$ cat src/rtl/aurora_axi_tx_arb.sv
// Packet-level round-robin arbiter sharing the Aurora TX AXI-Stream channel among
// ETHCOUNT sources; the grant is held until the granted source's tlast beat is accepted.
module aurora_axi_tx_arb #(
    parameter int ETHCOUNT = 4,
    parameter int SIM      = 0
) (
    input  logic                   clk,
    input  logic                   rstn,
    output logic [ETHCOUNT-1:0]    axis_s_tready,
    input  logic [ETHCOUNT*32-1:0] axis_s_tdata,
    input  logic [ETHCOUNT*4-1:0]  axis_s_tkeep,
    input  logic [ETHCOUNT-1:0]    axis_s_tvalid,
    input  logic [ETHCOUNT-1:0]    axis_s_tlast,
    input  logic                   axis_m_tready,
    output logic [31:0]            axis_m_tdata,
    output logic [3:0]             axis_m_tkeep,
    output logic                   axis_m_tvalid,
    output logic                   axis_m_tlast,
    output logic [2:0]             axis_s_sel,
    output logic                   arb_busy
);

    typedef enum logic [0:0] {
        ST_IDLE = 1'b0,
        ST_PKT  = 1'b1
    } state_t;

    state_t      state_r;
    logic [2:0]  ptr_r;
    logic [2:0]  grant_r;
    logic [31:0] m_tdata_r;
    logic [3:0]  m_tkeep_r;
    logic        m_tvalid_r;
    logic        m_tlast_r;

    logic [2:0]  winner_s;
    logic        found_s;
    logic        cand_s;
    logic [31:0] sel_data_s;
    logic [3:0]  sel_keep_s;
    logic        sel_last_s;
    logic        sel_valid_s;
    logic        sel_hit_s;
    logic        out_free_s;
    logic        src_hs_s;
    logic [ETHCOUNT-1:0] tready_s;

    // SIM is carried for interface compatibility only; it has no effect here.
    if (SIM != 0) begin : g_sim_flag
    end

    // Round-robin search: first requester at or above ptr, wrapping to 0.
    always_comb begin
        winner_s = 3'd0;
        found_s  = 1'b0;
        cand_s   = 1'b0;
        for (int k = 0; k < ETHCOUNT; k++) begin
            for (int i = 0; i < ETHCOUNT; i++) begin
                cand_s   = axis_s_tvalid[i] && !found_s && (i == ((int'(ptr_r) + k) % ETHCOUNT));
                winner_s = cand_s ? 3'(i) : winner_s;
                found_s  = found_s | cand_s;
            end
        end
    end

    // Beat multiplexer selecting the granted source.
    always_comb begin
        sel_data_s  = 32'd0;
        sel_keep_s  = 4'd0;
        sel_last_s  = 1'b0;
        sel_valid_s = 1'b0;
        sel_hit_s   = 1'b0;
        for (int i = 0; i < ETHCOUNT; i++) begin
            sel_hit_s   = (grant_r == 3'(i));
            sel_data_s  = sel_hit_s ? axis_s_tdata[i*32 +: 32] : sel_data_s;
            sel_keep_s  = sel_hit_s ? axis_s_tkeep[i*4 +: 4]   : sel_keep_s;
            sel_last_s  = sel_hit_s ? axis_s_tlast[i]          : sel_last_s;
            sel_valid_s = sel_hit_s ? axis_s_tvalid[i]         : sel_valid_s;
        end
    end

    // Source ready depends only on state, grant and output-register occupancy.
    always_comb begin
        tready_s   = '0;
        out_free_s = !m_tvalid_r || axis_m_tready;
        for (int i = 0; i < ETHCOUNT; i++) begin
            tready_s[i] = (state_r == ST_PKT) && (grant_r == 3'(i)) && out_free_s;
        end
        src_hs_s = (state_r == ST_PKT) && sel_valid_s && out_free_s;
    end

    // Arbitration state machine; grant is held through source bubbles.
    always_ff @(posedge clk or negedge rstn) begin
        if (!rstn) begin
            state_r <= ST_IDLE;
            ptr_r   <= 3'd0;
            grant_r <= 3'd0;
        end else begin
            case (state_r)
                ST_IDLE: begin
                    if (found_s) begin
                        grant_r <= winner_s;
                        state_r <= ST_PKT;
                    end
                end
                ST_PKT: begin
                    if (src_hs_s && sel_last_s) begin
                        ptr_r   <= (grant_r == 3'(ETHCOUNT - 1)) ? 3'd0 : grant_r + 3'd1;
                        state_r <= ST_IDLE;
                    end
                end
                default: begin
                    state_r <= ST_IDLE;
                end
            endcase
        end
    end

    // Output register: a load wins over a drain in the same cycle.
    always_ff @(posedge clk or negedge rstn) begin
        if (!rstn) begin
            m_tdata_r  <= 32'd0;
            m_tkeep_r  <= 4'd0;
            m_tvalid_r <= 1'b0;
            m_tlast_r  <= 1'b0;
        end else if (src_hs_s) begin
            m_tdata_r  <= sel_data_s;
            m_tkeep_r  <= sel_keep_s;
            m_tvalid_r <= 1'b1;
            m_tlast_r  <= sel_last_s;
        end else if (m_tvalid_r && axis_m_tready) begin
            m_tvalid_r <= 1'b0;
        end
    end

    assign axis_s_tready = tready_s;
    assign axis_m_tdata  = m_tdata_r;
    assign axis_m_tkeep  = m_tkeep_r;
    assign axis_m_tvalid = m_tvalid_r;
    assign axis_m_tlast  = m_tlast_r;
    assign axis_s_sel    = grant_r;
    assign arb_busy      = (state_r == ST_PKT);

endmodule

$ cat config.mk
export PLATFORM = sky130hd
export DESIGN_NAME = aurora_axi_tx_arb
export DESIGN_NICKNAME = d
export VERILOG_FILES = /design/src/rtl/aurora_axi_tx_arb.sv
export SDC_FILE = /design/constraint.sdc
export NUM_CORES = 1
export LEC_CHECK = 0
export CORE_ASPECT_RATIO = 1.25
export CORE_MARGIN = 3
export CORE_UTILIZATION = 51
export CTS_BUF_LIST = sky130_fd_sc_hd__clkbuf_4 sky130_fd_sc_hd__clkbuf_8 sky130_fd_sc_hd__clkbuf_16
export DETAILED_ROUTE_END_ITERATION = 10
export DONT_BUFFER_PORTS = 1
export PLACE_DENSITY = 0.66
export REMOVE_ABC_BUFFERS = 1
export SKIP_LAST_GASP = 1
export SLEW_MARGIN = 20
export SYNTH_ARGS = -nofsm -noshare
export SYNTH_HDL_FRONTEND = slang
export SYNTH_SLANG_ARGS = --single-unit
$ cat constraint.sdc
create_clock -name clk -period 1.93 [get_ports clk]
set_input_delay 0 -clock clk [delete_from_list [all_inputs] [get_ports clk]]
set_output_delay 0 -clock clk [all_outputs]
set_load 0.03 [all_outputs]
==> metrics, run 1 <==
Top Layer Used met4; Yosys top cell by area dfrtp_1; R2R setup slack -0.07 ns; total grt overflow 0; Detailed Place HPWL 6430 um; share of layout cells above drive strength 1 23.2%; Post-route DRC 0; Yosys reg bits 43; WL met3 807 um; number of synthesized flops with an enable pin 0; number of buffers added on ports 0; prevailing post-synth register cell dfrtp_1; CTS Root Cell clkbuf_8; DRT antenna net count 0; Final Hold Vio Count 0; first-pass GRT wire length 12800 um; Initial DRC Count 133; Avg WL per Cell ~21 um; Pleak 1.58 nW; CTS max path bufs 2; Die W 74.9 um; Max Cap Viol 0; fmax approximately 0.50 GHz; antenna violations before repair 0; fin nets 526; status complete, but fails checks; critical path data arrival time 2.17 ns; Core Area around 5600 um^2; failing checks setup timing; PwrDens 2020 nW/um^2; vias per std cell about 6.6; Seq/Total Area, Yosys between 30 and 40%; worst vdd ir 1.17 mV; hold path startpoint axis_s_tvalid[3]; Met1 Routed Length approximately 3200 um; most common library cells after synthesis 43 x dfrtp_1, 43 x nand2_1, 37 x nor2b_1; PnR Total Power 7.79 mW; CTS tree yes; Routed Wire Length between 9000 and 10000 um; worst skew pair latency 0.29 ns; Synthesis Warnings 0; CP Cell Sequence ha_4, nand3b_1, a22o_1, a21oi_4, buf_12, clkbuf_16, mux2_2; Rows 30; placed insts approximately 380; largest net degree at the start of global routing 44; Setup CP Type reg -> reg; min cycle time layout roughly 2.0 ns; vias in the first global route 2699; Die ar. around 7000 um^2; FF-to-FF Start axis_s_sel[0]; Mapped Area slightly above 3000 um^2; RD Place Congestion around 0.87; Area contributors post-synth dfrtp_1 36%, mux2_2 13%, a221oi_1 10%; drt pass-1 iters 4; met2 wire length 4950 um; Die H 92.1 um; Buf+Inv Stages, Crit Path 2; Synth async-reset ratio 100%; Final Max Slew Viols 0; total track usage a little under a quarter; RSZ-0062 raised after global routing yes; CP peak stage delay 0.46 ns; top-area cell type share of the netlist area between 30% and 40%; CTS Sinks 43; CP max stage cell dfrtp_2; Num CTS Buffers 5; worst endpoint required time about 2.1 ns; Setup violations, final 36; Min-Delay Path Class in -> reg; routed vias between 2000 and 3000; Avg Synthesized Cell Area around 9.4 um^2; Ports around 200; final period utilization 103%; antenna cell count 0; Hold Crit Endpoint axis_s_sel[0]; kind of cell adding the most delay to the critical path flip-flops; non-filler cells in the finished layout 431; clock-pin slew on the worst setup and hold paths 0.07 ns; maximum fanout along the worst path 9; H-tree depth 2; setup ws final -0.0665 ns; CP startpoint kind flip-flop; hold depth 2; RR Endpoint axis_m_tdata[10]; Syn-to-layout area delta 27.4%; starting density of the core 54.1%; synth unique cells 39; reg2reg path depth 7; Mapped Cells 323; CP endpoint kind flip-flop; Setup Skew 0.00239 ns
==> state kept, by name (all words and copies together) (netlist names) <==
signal / cells
axis_m_tlast: 1
axis_m_tvalid: 1
arb_busy: 1
axis_m_tkeep: 4
axis_s_sel: 2
axis_m_tdata: 32
ptr_r: 2
==> stage by stage <==
step | worst slack [ns] | util, % | hold WS (ns) | cell area (um^2) | setup TNS [ns]
5_1_grt | -0.126 | 68.9 | 0.0186 | 3850 | -4.07
6_report | -0.0665 | 68.9 | 0.0119 | 3850 | -1.75
4_1_cts | -0.0354 | 66.5 | 0.00342 | 3720 | -0.445
3_3_place_gp | -0.0133 | 56.6 | -0.294 | 3160 | -0.0244
3_5_place_dp | -0.0500 | 56.6 | -0.294 | 3160 | -1.04
2_1_floorplan | -1.62 | - | -0.296 | 2870 | -64.41
==> layout by cell type (no fill, tap or decap), types with 2 or more instances in the layout <==
| cell type | instances |
|---|---|
| buf_12 | 5 |
| nand2_1 | 43 |
| o22ai_1 | 2 |
| o31ai_1 | 35 |
| a221oi_1 | 35 |
| nor2b_1 | 36 |
| nand3b_1 | 2 |
| a32o_1 | 2 |
| nand2b_1 | 3 |
| and3_1 | 5 |
| clkbuf_8 | 5 |
| dfrtp_1 | 42 |
| o21ai_0 | 7 |
| buf_4 | 19 |
| clkbuf_16 | 2 |
| o22a_1 | 2 |
| a22o_1 | 2 |
| inv_2 | 2 |
| inv_1 | 7 |
| a21oi_1 | 6 |
| dlygate4sd3_1 | 42 |
| ha_4 | 4 |
| mux2_2 | 35 |
==> kinds of logic (layout without fill, tap and decap cells) <==
| group | Yosys count | after routing | share of synthesized area [%] |
|---|---|---|---|
| AO/OA/AOI/OAI | 102 | 102 | 26.7 |
| adder cells (fa/ha/maj) | 4 | 4 | 1.65 |
| buffers and inverters | 42 | 86 | 6.29 |
| flip-flops | 43 | 43 | 35.6 |
| multiplexers | 37 | 37 | 13.7 |
| other | 1 | 1 | 0.124 |
| AND/OR/NAND/NOR | 94 | 94 | 16.0 |
==> worst max-delay path by stage <==
stage / start / end / slack (ns) / depth (start not counted)
6_report: axis_s_sel[0] / axis_m_tdata[10] / -0.07 / 7
5_1_grt: axis_s_sel[0] / axis_m_tdata[9] / -0.13 / 7
4_1_cts: axis_s_sel[0] / axis_m_tdata[14] / -0.04 / 6
3_5_place_dp: axis_s_sel[0] / axis_m_tdata[14] / -0.05 / 6
3_3_place_gp: axis_s_sel[0] / axis_m_tdata[18] / -0.01 / 7
2_1_floorplan: axis_s_sel[1] / axis_m_tdata[0] / -1.62 / 4
==> area by class of cell <==
cell class | instances | area [um^2]
Fill cell | 445 | 1740
Multi-Input combinational cell | 238 | 1830
Clock buffer | 6 | 76.3
Sequential cell | 43 | 1080
Timing Repair Buffer | 69 | 724
Tap cell | 64 | 80.1
Inverter | 10 | 40.0
Clock inverter | 1 | 30.0
==> repair_timing <==
| action | in CTS | in global routing |
|---|---|---|
| resized for setup | 5 | 10 |
| endpoints found under the setup margin | 37 | 38 |
| setup buffers | 0 | 2 |
| cloned | 0 | 2 |
| pin swaps | 1 | 3 |
| endpoints found under the hold margin | 83 | 1 |
| hold buffers | 42 | 1 |
==> layer usage <==
| layer | up-vias | GRT usage [%] |
|---|---|---|
| met3 | 12 | 6.47 |
| met5 | - | 0 |
| met1 | 1399 | 24.7 |
| li1 | 1295 | - |
| met2 | 150 | 45.0 |
| met4 | 0 | 7.12 |
==> report_power, final <==
group | internal [mW] | leakage [nW] | switching [mW]
Combinational | 2.41 | 1.00 | 2.25
Clock | 0.393 | 0.0547 | 0.282
Sequential | 1.35 | 0.525 | 1.11
Note: power is estimated with default switching activity, not from simulation.
==> inputs of run 2 (changes only) <==
- GPL_TIMING_DRIVEN: unset -> 0
==> metrics, run 2 (same netlist as run 1, synthesis figures left out) <==
Core Area 5590 um^2 (unchanged); antenna violations before repair 0 (unchanged); drt pass-1 iters 4 (unchanged); Die H 92.1 um (unchanged); clock-pin slew on the worst setup and hold paths 0.08 ns (about the same); antenna cell count 0 (unchanged); Setup Skew 0.00561 ns (+0.00322 ns); WHS 0.0530 ns (+0.0411 ns); vias per std cell 6.69 (+0.90%); starting density of the core 54.1% (unchanged); final period utilization 114% (+11 points); vias in the first global route 2916 (+8.0%); largest net degree at the start of global routing 46 (+4.5%); Largest register FFs 32 (unchanged); fmax 0.455 GHz (-9.3%); setup ws final -0.270 ns (-0.204 ns); Final Max Slew Viols 0 (unchanged); Pleak 1.63 nW (+2.9%); H-tree depth 2 (unchanged); most common cell after layout, fill and taps aside nand2_1; Post-route DRC 0 (unchanged); routed vias 2895 (+1.4%); RD Place Congestion 0.800 (-8.4%); slew margin rel. 55.6%; actual slew at the worst max-slew pin between 0.6 and 0.7 ns; Die W 74.9 um (unchanged); PnR Total Power 8.29 mW (+6.4%); utilization after layout 71.0% (+2.1 points); DRT antenna net count 0 (unchanged); critical path data arrival time 2.38 ns (+0.21 ns); Final Hold Vio Count 0 (unchanged); first-pass GRT wire length 15000 um (+17%); DP Area 3040 um^2 (-3.9%); share of layout cells above drive strength 1 25.7% (+2.6 points); Setup violations, final 39 (+8.3%); Design Area, Final 3970 um^2 (+3.0%); Rows 30 (unchanged); Max Cap Viol 0 (unchanged); number of buffers added on ports 0 (unchanged); min cycle time layout 2.20 ns (+0.204 ns); CTS Root Cell clkbuf_8; CTS tree yes; Avg WL per Cell 23.8 um (+13%); CTS max path bufs 2 (unchanged); Initial DRC Count 211 (+59%); RSZ-0062 raised after global routing yes; number of fill cells 430 (-3.4%); Die ar. 6900 um^2 (unchanged); Min-Delay Path Class in -> reg; most frequent cells in the layout 43 x nand2_1, 41 x dfrtp_1, 41 x dlygate4sd3_1; Ports 201 (unchanged); Routed Wire Length 10300 um (+13%); worst vdd ir 1.99 mV (+70%); PwrDens 2090 nW/um^2 (+3.3%); CP startpoint kind flip-flop; worst skew pair latency 0.29 ns (about the same); Syn-to-layout area delta 31.3%; status complete, but fails checks; failing checks setup timing; final setup TNS -9.50 ns (-7.75 ns); Setup CP Type reg -> reg; CP endpoint kind flip-flop; total grt overflow 0 (unchanged); fin nets 527 (+0.19%); total track usage 28.4% (+4.4 points); maximum fanout along the worst path 10 (+1); worst endpoint required time 2.11 ns (about the same); CTS Sinks 43 (unchanged); Detailed Place HPWL 5860 um (-8.8%); Num CTS Buffers 5 (unchanged)
## run 2: metal layers
layer | global-route usage, % | vias to the layer above | wire length [um]
met1 | 31.0 | 1423 | 3660
met3 | 6.69 | 20 | 777
met4 | 9.20 | 0 | 235
met5 | 0 | - | 0
met2 | 51.7 | 150 | 5630
li1 | - | 1302 | -
## run 2: final timing paths
kind,startpoint,to,slack (ns),depth (start not counted)
min in group asynchronous,rstn,axis_m_tkeep[1],0.23,2
setup / recovery,axis_s_sel[1],axis_m_tkeep[2],-0.27,8
max in group asynchronous,rstn,axis_s_sel[1],1.49,2
setup reg to reg,axis_s_sel[1],axis_m_tkeep[2],-0.27,8
hold / removal,axis_s_tvalid[1],axis_s_sel[1],0.05,3
hold reg to reg,ptr_r[0],ptr_r[0],0.70,2
## run 2: final cells by class
cell class	instances	area, um^2	share of cell area [%]
Tap cell	64	80.1	2.02
Timing Repair Buffer	70	795	20.0
Inverter	10	42.5	1.07
Clock inverter	3	15.0	0.378
Sequential cell	43	1080	27.2
Clock buffer	5	68.8	1.73
Multi-Input combinational cell	238	1890	47.6
## run 2: critical path, stage by stage (launching register included)
cell and delay [ns]:
dfrtp_2 0.57, inv_4 0.09, ha_4 0.19, nand3b_1 0.18, a22o_1 0.27, a21oi_4 0.17, buf_6 0.14, buf_16 0.13
mux2_2 0.34
## run 2: repair_timing
action | in CTS | in global routing
cloned | 1 | 0
setup buffers | 25 | 5
gates resized for setup | 29 | 15
pin swaps | 8 | 7
endpoints found under the hold margin | 85 | 0
setup endpoints to repair | 44 | 42
hold buffers | 42 | 0
## run 2: per-stage QoR
step	std cells	setup WS, ns
2_1_floorplan	291	-1.62
3_3_place_gp	355	-2.54
3_5_place_dp	358	-1.37
4_1_cts	432	-0.207
5_1_grt	433	-0.346
6_report	433	-0.270
## run 2: where the power goes
part / switching, mW / internal [mW]
registers: 1.25 / 1.35
clock network: 0.303 / 0.248
logic: 2.41 / 2.73
==> inputs of run 3 (changes only) <==
- BUFFER_PORTS_ARGS: unset -> -buffer_cell sky130_fd_sc_hd__buf_2
- CORE_UTILIZATION: 51 -> 39
- DONT_BUFFER_PORTS: 1 -> unset
- PLACE_DENSITY: 0.66 -> 0.75
==> metrics, run 3 (same netlist as run 1, synthesis figures left out) <==
total track usage 25.1% (-3.3 points); Min-Delay Path Class in -> reg; worst vdd ir 1.55 mV (-22%); RD Place Congestion 0.808 (+1.1%); Final Max Slew Viols 0 (unchanged); Avg WL per Cell 18.9 um (-20%); WHS 0.0465 ns (-0.00655 ns); CTS tree yes; Max Cap Viol 0 (unchanged); Routed Wire Length 11800 um (+14%); Setup Skew 0.00202 ns (-0.00359 ns); maximum fanout along the worst path 5 (-5); Core Area 7440 um^2 (+33%); CP startpoint kind flip-flop; Largest register FFs 32 (unchanged); most frequent cells in the layout 200 x buf_2, 43 x nand2_1, 41 x dfrtp_1; vias in the first global route 3526 (+21%); first-pass GRT wire length 17800 um (+19%); fin nets 689 (+31%); drt pass-1 iters 4 (unchanged); CP endpoint kind flip-flop; vias per std cell 5.65 (-16%); PwrDens 1990 nW/um^2 (-4.7%); setup ws final -0.145 ns (+0.125 ns); RSZ-0062 raised after global routing yes; DRT antenna net count 0 (unchanged); kind of cell adding the most delay to the critical path flip-flops; critical path data arrival time 2.25 ns (-0.13 ns); DP Area 4070 um^2 (+34%); worst endpoint required time 2.10 ns (about the same); failing checks setup timing; share of layout cells above drive strength 1 58.7% (+33 points); CTS Root Cell clkbuf_8; Ports 201 (unchanged); number of buffers added on ports 199 (+199); slew margin rel. 36.7% (-19 points); Setup violations, final 37 (-5.1%); Initial DRC Count 217 (+2.8%); Detailed Place HPWL 7020 um (+20%); status complete, but fails checks; Die W 84.8 um (+13%); total grt overflow 0 (unchanged); Design Area, Final 4810 um^2 (+21%); clock-pin slew on the worst setup and hold paths 0.08 ns (about the same); actual slew at the worst max-slew pin 0.950 ns (+0.284 ns); fmax 0.482 GHz (+6.0%); Die H 104 um (+13%); largest net degree at the start of global routing 44 (-4.3%); worst skew pair latency 0.28 ns (about the same); CP Cell Sequence ha_4, nand3b_1, a22o_4, a21oi_4, buf_12, clkbuf_16, mux2_4; Num CTS Buffers 5 (unchanged); Die ar. 8860 um^2 (+28%); CP max stage cell dfrtp_2; Pleak 2.39 nW (+47%); Rows 35 (+17%); Setup CP Type reg -> reg; CP peak stage delay 0.47 ns (-0.10 ns); Post-route DRC 0 (unchanged); final period utilization 108% (-6.5 points); Buf+Inv Stages, Crit Path 2 (-1); routed vias 3512 (+21%); Syn-to-layout area delta 59.1%; starting density of the core 40.6% (-13 points); CTS max path bufs 2 (unchanged); min cycle time layout 2.08 ns (-0.125 ns); antenna violations before repair 0 (unchanged); antenna cell count 0 (unchanged); utilization after layout 64.7% (-6.3 points); Final Hold Vio Count 0 (unchanged); H-tree depth 2 (unchanged); most common cell after layout, fill and taps aside buf_2; CTS Sinks 43 (unchanged)
==> run 3: path summary, 6_finish.rpt <==
check | start | endpoint | slack [ns] | cells past startpoint
setup / recovery | axis_s_sel[0] | axis_m_tdata[0] | -0.15 | 7
hold / removal | axis_s_tkeep[14] | axis_m_tkeep[2] | 0.05 | 4
setup reg to reg | axis_s_sel[0] | axis_m_tdata[0] | -0.15 | 7
hold reg to reg | axis_m_tdata[15] | axis_m_tdata[15] | 0.51 | 1
max in group asynchronous | rstn | axis_s_sel[1] | 0.88 | 2
min in group asynchronous | rstn | axis_m_tdata[17] | 0.40 | 2
==> run 3: timing repair <==
item                                    4_1_cts  5_1_grt
hold endpoints to repair                     43        0
setup buffers                                25        1
pin swaps                                     8        4
endpoints found under the setup margin       43       39
hold buffers                                  1        0
gates resized for setup                      40       25
gates cloned                                  3        1
==> run 3: metal layers <==
metal	track usage (%)	wire length [um]
met1	28.9	4390
met2	44.0	6170
met3	5.07	876
met4	11.4	335
met5	0	0
==> run 3: power by group <==
group	switching (mW)	total [mW]	leakage, nW	internal [mW]
Clock	0.295	0.576	0.0470	0.281
Sequential	0.288	1.65	0.524	1.36
Combinational	3.81	7.35	1.82	3.53
==> run 3: cell type report <==
class / count / area, um^2
Fill cell: 626 / 2630
Multi-Input combinational cell: 238 / 2060
Timing Repair Buffer: 232 / 1440
Sequential cell: 43 / 1080
Tap cell: 92 / 115
Clock buffer: 6 / 82.6
Inverter: 10 / 40.0
Clock inverter: 1 / 5.00
==> run 3: worst min-delay path, delay by kind of cell <==
kind	cells	cell delay [ns]
compound gates	1	0.05
buf+inv	1	0.08
mux	1	0.13
simple gates	1	0.04
==> run 3: through the flow <==
stage / instances / setup TNS [ns] / total power [mW] / setup WS (ns)
3_5_place_dp: 585 / -43.29 / 6.92 / -1.22
5_1_grt: 622 / -5.59 / 10.2 / -0.188
2_1_floorplan: 291 / -64.41 / 5.37 / -1.62
4_1_cts: 621 / -1.73 / 9.22 / -0.0805
6_report: 622 / -3.63 / 9.57 / -0.145
3_3_place_gp: 582 / -93.62 / 6.41 / -2.33
